===== config.mk =====
export PLATFORM = sky130hd
export DESIGN_NAME = grf_multiport_flat
export DESIGN_NICKNAME = d
export VERILOG_FILES = /design/src/rtl/grf_multiport_if.sv /design/src/rtl/grf_multiport.sv /design/src/flat_wrapper.sv
export SDC_FILE = /design/constraint.sdc
export NUM_CORES = 2
export LEC_CHECK = 0
export ABC_AREA = 1
export CAP_MARGIN = 0
export CORE_AREA = 2 2 482 484
export DETAILED_ROUTE_END_ITERATION = 10
export DIE_AREA = 0 0 484 486
export GPL_ROUTABILITY_DRIVEN = 0
export PLACE_DENSITY_LB_ADDON = 0.3
export SLEW_MARGIN = 20
export SYNTH_ARGS = -nofsm -noshare
export SYNTH_HDL_FRONTEND = slang
export SYNTH_SLANG_ARGS = --single-unit
export TNS_END_PERCENT = 10

===== constraint.sdc =====
create_clock -name clk -period 5.75 [get_ports clk]
set_input_delay 0.575 -clock clk [delete_from_list [all_inputs] [get_ports clk]]
set_output_delay 0.575 -clock clk [all_outputs]
set_load 0.01 [all_outputs]

===== src/rtl/grf_multiport_if.sv =====
// Bus bundle for grf_multiport: two write ports, NR packed read ports and the
// busy flag. The master drives the write and read-address fields, and the slave
// (the register file) returns read data and busy.
interface grf_multiport_if #(
    parameter int DW = 32,
    parameter int AW = 5,
    parameter int NR = 2
);
    logic             we0;
    logic [AW-1:0]    wa0;
    logic [DW-1:0]    wd0;
    logic [31:0]      pc0;
    logic             we1;
    logic [AW-1:0]    wa1;
    logic [DW-1:0]    wd1;
    logic [31:0]      pc1;
    logic [NR*AW-1:0] ra;
    logic [NR*DW-1:0] rd;
    logic             busy;

    modport master (
        output we0, wa0, wd0, pc0,
        output we1, wa1, wd1, pc1,
        output ra,
        input  rd, busy
    );

    modport slave (
        input  we0, wa0, wd0, pc0,
        input  we1, wa1, wd1, pc1,
        input  ra,
        output rd, busy
    );
endinterface


===== src/rtl/grf_multiport.sv =====
// grf_multiport: general register file for the pipelined MIPS core.
// NR combinational read ports with write-to-read bypass and two write ports.
// Port 1 wins when both ports write the same address. After reset, the storage
// is cleared by a sequential one-entry-per-cycle sweep, so it can map onto
// RAM-style storage.
// Optional build macro GRF_TRACE_EN prints a trace line for every committed write.
module grf_multiport #(
    parameter int DW       = 32,
    parameter int AW       = 5,
    parameter int NR       = 2,
    parameter int ZERO_REG = 1
) (
    input  logic            clk,
    input  logic            reset,
    grf_multiport_if.slave  bus
);
    localparam int DEPTH = 2 ** AW;
    localparam logic [AW:0] LAST_IDX = (AW + 1)'(DEPTH - 1);

    typedef enum logic {
        CLEAR = 1'b0,
        READY = 1'b1
    } state_t;

    state_t        state_q, state_d;
    logic [AW:0]   idx_q, idx_d;
    logic [DW-1:0] mem_q [DEPTH];

    logic          busy;
    logic          wr0_ok, wr1_ok;
    logic [NR*DW-1:0] rd_c;

    // Control state: synchronous active-low reset restarts the clear sweep
    always_ff @(posedge clk) begin
        if (!reset) begin
            state_q <= CLEAR;
            idx_q   <= '0;
        end else begin
            state_q <= state_d;
            idx_q   <= idx_d;
        end
    end

    // Next state: advance the sweep and leave CLEAR after the last entry is cleared
    always_comb begin
        state_d = state_q;
        idx_d   = idx_q;
        if (state_q == CLEAR) begin
            idx_d = idx_q + 1'b1;
            if (idx_q == LAST_IDX) begin
                state_d = READY;
            end
        end
    end

    // Holding reset low also counts as busy, even before the state register has settled
    assign busy   = (state_q == CLEAR) || !reset;
    assign wr0_ok = !busy && bus.we0 && !((ZERO_REG != 0) && (bus.wa0 == '0));
    assign wr1_ok = !busy && bus.we1 && !((ZERO_REG != 0) && (bus.wa1 == '0));

    // Storage: clear sweep while busy, and commit writes when ready (port 1 assigned last, so it wins)
    always_ff @(posedge clk) begin
        if (reset && (state_q == CLEAR)) begin
            mem_q[idx_q[AW-1:0]] <= '0;
        end
        if (wr0_ok) begin
            mem_q[bus.wa0] <= bus.wd0;
        end
        if (wr1_ok) begin
            mem_q[bus.wa1] <= bus.wd1;
        end
    end

    // Read ports: zero while busy, bypass in commit priority order, then storage
    always_comb begin
        rd_c = '0;
        for (int k = 0; k < NR; k++) begin
            if (!busy && !((ZERO_REG != 0) && (bus.ra[k*AW +: AW] == '0))) begin
                if (bus.we1 && (bus.wa1 == bus.ra[k*AW +: AW])) begin
                    rd_c[k*DW +: DW] = bus.wd1;
                end else if (bus.we0 && (bus.wa0 == bus.ra[k*AW +: AW])) begin
                    rd_c[k*DW +: DW] = bus.wd0;
                end else begin
                    rd_c[k*DW +: DW] = mem_q[bus.ra[k*AW +: AW]];
                end
            end
        end
    end

    assign bus.rd   = rd_c;
    assign bus.busy = busy;

`ifdef GRF_TRACE_EN
    // Commit trace: port 0 first, and port 0 is suppressed when port 1 overwrites the same entry
    always_ff @(posedge clk) begin
        if (wr0_ok && !(wr1_ok && (bus.wa1 == bus.wa0))) begin
            $display("%d@%h: $%d <= %h", $time, bus.pc0, bus.wa0, bus.wd0);
        end
        if (wr1_ok) begin
            $display("%d@%h: $%d <= %h", $time, bus.pc1, bus.wa1, bus.wd1);
        end
    end
`else
    logic unused_pc;
    assign unused_pc = ^{bus.pc0, bus.pc1};
`endif

endmodule


===== src/flat_wrapper.sv =====
// flat-port wrapper written by rule: the top's interface ports become plain ports
module grf_multiport_flat 
#(
    parameter int DW       = 32,
    parameter int AW       = 5,
    parameter int NR       = 2,
    parameter int ZERO_REG = 1
)
  (clk, reset, bus_we0, bus_wa0, bus_wd0, bus_pc0, bus_we1, bus_wa1, bus_wd1, bus_pc1, bus_ra, bus_rd, bus_busy);
  grf_multiport_if #(.DW(DW), .AW(AW), .NR(NR)) bus_i ();
  input  logic clk;
  input  logic reset;
  input wire logic [$bits(bus_i.we0)-1:0] bus_we0;
  input wire logic [$bits(bus_i.wa0)-1:0] bus_wa0;
  input wire logic [$bits(bus_i.wd0)-1:0] bus_wd0;
  input wire logic [$bits(bus_i.pc0)-1:0] bus_pc0;
  input wire logic [$bits(bus_i.we1)-1:0] bus_we1;
  input wire logic [$bits(bus_i.wa1)-1:0] bus_wa1;
  input wire logic [$bits(bus_i.wd1)-1:0] bus_wd1;
  input wire logic [$bits(bus_i.pc1)-1:0] bus_pc1;
  input wire logic [$bits(bus_i.ra)-1:0] bus_ra;
  output wire logic [$bits(bus_i.rd)-1:0] bus_rd;
  output wire logic [$bits(bus_i.busy)-1:0] bus_busy;
  assign bus_i.we0 = bus_we0;
  assign bus_i.wa0 = bus_wa0;
  assign bus_i.wd0 = bus_wd0;
  assign bus_i.pc0 = bus_pc0;
  assign bus_i.we1 = bus_we1;
  assign bus_i.wa1 = bus_wa1;
  assign bus_i.wd1 = bus_wd1;
  assign bus_i.pc1 = bus_pc1;
  assign bus_i.ra = bus_ra;
  assign bus_rd = bus_i.rd;
  assign bus_busy = bus_i.busy;
  grf_multiport #(.DW(DW), .AW(AW), .NR(NR), .ZERO_REG(ZERO_REG)) u_core (.clk(clk), .reset(reset), .bus(bus_i));
endmodule

==> metrics.yaml <==
drv_slew: 0
std_cell_rows: 176
wl_per_cell_um: 25.58
path_class: "input port to primary output"
root_buffer: "clkbuf_16"
arrival_ps: 4300
cts_resized: 0
fin_nets: 8469
htree_levels: 3
fmax_mhz: 205.3
grt_pass1_vias: 58740
syn_nets: 8859
reg2reg_slack_ps: 1620
period_share_pct: 84.71
wl_met1_um: 115800
detail-route-antenna-nets: 0
core_um2: 229500
start_util_pct: 27.94
postCtsSetupBuffers: 0
io_buffers: 152
status: "complete, no violations"
grt_usage_pct: 23.98
cts_tree: "done"
antenna_found_initial: 11
drv_cap: 0
highest_layer: "met4"
cts_buffers: 113
finalCriticalPeriod_ps: 4871
synthArstFlopShare_pct: 0
dr_wl_met3_um: 34870
timing.final.hold_violations: 0
ys_seq_area_share_pct: 48.19
finalClockSkew_ps: 40.22
hp-class: "register to register"
clkSinkCount: 1031
hold_ws_ps: 470.3
viasPerCell: 5.557
die_w_um: 484
slew_headroom_pct: 21.33
tns_ps: 0
syn_to_final_growth_pct: 11.75
path_max_fanout: 57
drc: 0
dieHeight_um: 486
rsz0062_at_grt: "no"
syn_avg_cell_area_um2: 7.363
dpl.hpwl_um: 168400
boundaryPins: 217
first_pass_iters: 6
synthCells: 8706
cp.required_ps: 5180
ys_seq_elements: 1031
p_per_area_nw_per_um2: 244.1
clk-insertion-delay-late_ps: 790
hold_buffers: 0
leakage_nw: 26.54
grt_start_max_net_pins: 162
critical_path.startpoint_type: "input port"
grt-ovfl-total: 0
die_area_um2: 235200
cp-end-kind: "primary output"
dr_total_vias: 63560
path_clk_slew_ps: 60
synth-edff-count: 1024
rr_worst_depth: 7
vdd_drop_max_mv: 0.2773
ys_warn_count: 0
worst_pin_slew_ps: 1176
grt_pass1_wl_um: 416600
setup_violations: 0
synth_flop_cell: "edfxtp_1"
yosysUniqueCellTypes: 31
final_layout_size_suffix_gt1_share_pct: 5.747
drt-total-wl_um: 292600
cts_buffer_depth: 3
hold_depth: 1
drt_iter0_drc: 9827
synth_area_um2: 64100
route.met2.wl_um: 125300
[per-stage QoR]
step / area (um^2) / worst slack, ps / std cells / power [mW] / util, %
finish: 71630 / 879.4 / 11440 / 17.49 / 31.22
global route: 71620 / 835.7 / 11440 / 17.90 / 31.21
CTS: 71610 / 1023 / 11430 / 17.45 / 31.21
detailed placement: 68150 / 863.7 / 11230 / 10.35 / 29.70
global placement: 68120 / 917.5 / 11230 / 10.34 / 29.69
floorplan: 64100 / 1362 / 8706 / 9.536 / -
[synth_stat cells, types with 2 or more instances]
| master | instances | area [um^2] |
|---|---|---|
| inv_1 | 190 | 713.2 |
| nand3_1 | 1186 | 5936 |
| nor3_1 | 4 | 20.02 |
| o221ai_1 | 2 | 17.52 |
| buf_4 | 16 | 120.1 |
| buf_6 | 21 | 236.5 |
| buf_2 | 412 | 2062 |
| o21ai_0 | 1064 | 5325 |
| a21oi_1 | 321 | 1607 |
| nor2_1 | 175 | 656.9 |
| nand4_1 | 7 | 43.79 |
| clkbuf_1 | 354 | 1329 |
| buf_1 | 50 | 187.7 |
| dfxtp_1 | 7 | 140.1 |
| nand2_1 | 3600 | 13510 |
| o21ai_1 | 228 | 1141 |
| o22ai_1 | 9 | 56.30 |
| nand3_2 | 6 | 60.06 |
| o21ai_2 | 3 | 26.28 |
| edfxtp_1 | 1024 | 30750 |
| clkinv_1 | 2 | 7.510 |
| inv_2 | 12 | 45.04 |
| nor2_2 | 5 | 31.28 |
[placed cells by master (no fill, tap or decap), types with 6 or more instances in the layout]
master	n
dfxtp_1	7
inv_6	6
bufinv_16	8
nand2_1	3592
inv_1	176
nor2_1	141
nand4_1	7
buf_4	173
edfxtp_1	1024
nor2_2	22
a21oi_1	321
inv_2	13
o22ai_1	9
clkinv_1	37
diode_2	8
clkbuf_16	113
clkbuf_1	28
nor2_4	17
clkinv_2	19
clkdlybuf4s50_1	142
nand2_4	8
nand3_1	1166
buf_12	24
o21ai_0	1054
o21ai_1	207
o21ai_4	32
nand3_4	21
[logic make-up (layout without fill, tap and decap cells)]
family | count (synthesis) | count (layout) | synth area share, %
and+or+nand+nor | 4987 | 4987 | 31.67
AOI/OAI and AO/OA | 1629 | 1629 | 12.78
buffers and inverters | 1057 | 756 | 7.333
DFF | 1031 | 1031 | 48.19
adders and majority gates | 1 | 1 | 0.01952
xor gates and xnor gates | 1 | 1 | 0.01367
other | 0 | 8 | 0
[flip-flops by register name, summed over array words and instances (netlist names)]
signal / count
u_core.state_q: 1
u_core.mem_q: 1024
u_core.idx_q: 6
[critical path, cell delays in order]
cell and delay, ps:
buf_6 490, buf_12 480, o22ai_1 120, nor2_1 210, nand3_4 670, nor2_1 290, nor2_1 60, a21oi_1 630
clkdlybuf4s50_1 690
[metal layers]
metal  up-vias  track usage, %
met5         -               0
met4         0           12.18
met3       794           5.325
met2      4285           36.42
met1     30090           31.95
li1      28390               -
[power breakdown]
group / leakage [nW] / switching, mW / internal [mW] / total, mW
registers: 8.03 / 0.0181 / 8.19 / 8.21
clock network: 1.70 / 3.28 / 3.94 / 7.23
logic: 16.8 / 1.55 / 0.500 / 2.05
[layout make-up]
| type | instances | area [um^2] |
|---|---|---|
| timing repair buffer | 348 | 3313 |
| fill | 24070 | 157800 |
| clock buffer | 141 | 2933 |
| inverter | 204 | 805.8 |
| tap | 3026 | 3786 |
| sequential | 1031 | 30890 |
| clock inverter | 63 | 530.5 |
| antenna | 8 | 20.02 |
| multi-input combinational | 6618 | 29350 |
[path summary, 6_finish.rpt]
kind / start / endpoint
min reg2reg: u_core.idx_q[5] / u_core.state_q
max reg2reg: u_core.state_q / u_core.mem_q[26][10]
min: u_core.idx_q[5] / u_core.state_q
max: bus_ra[2] / bus_rd[31]
No activity file was read; power rests on OpenSTA's default activity.
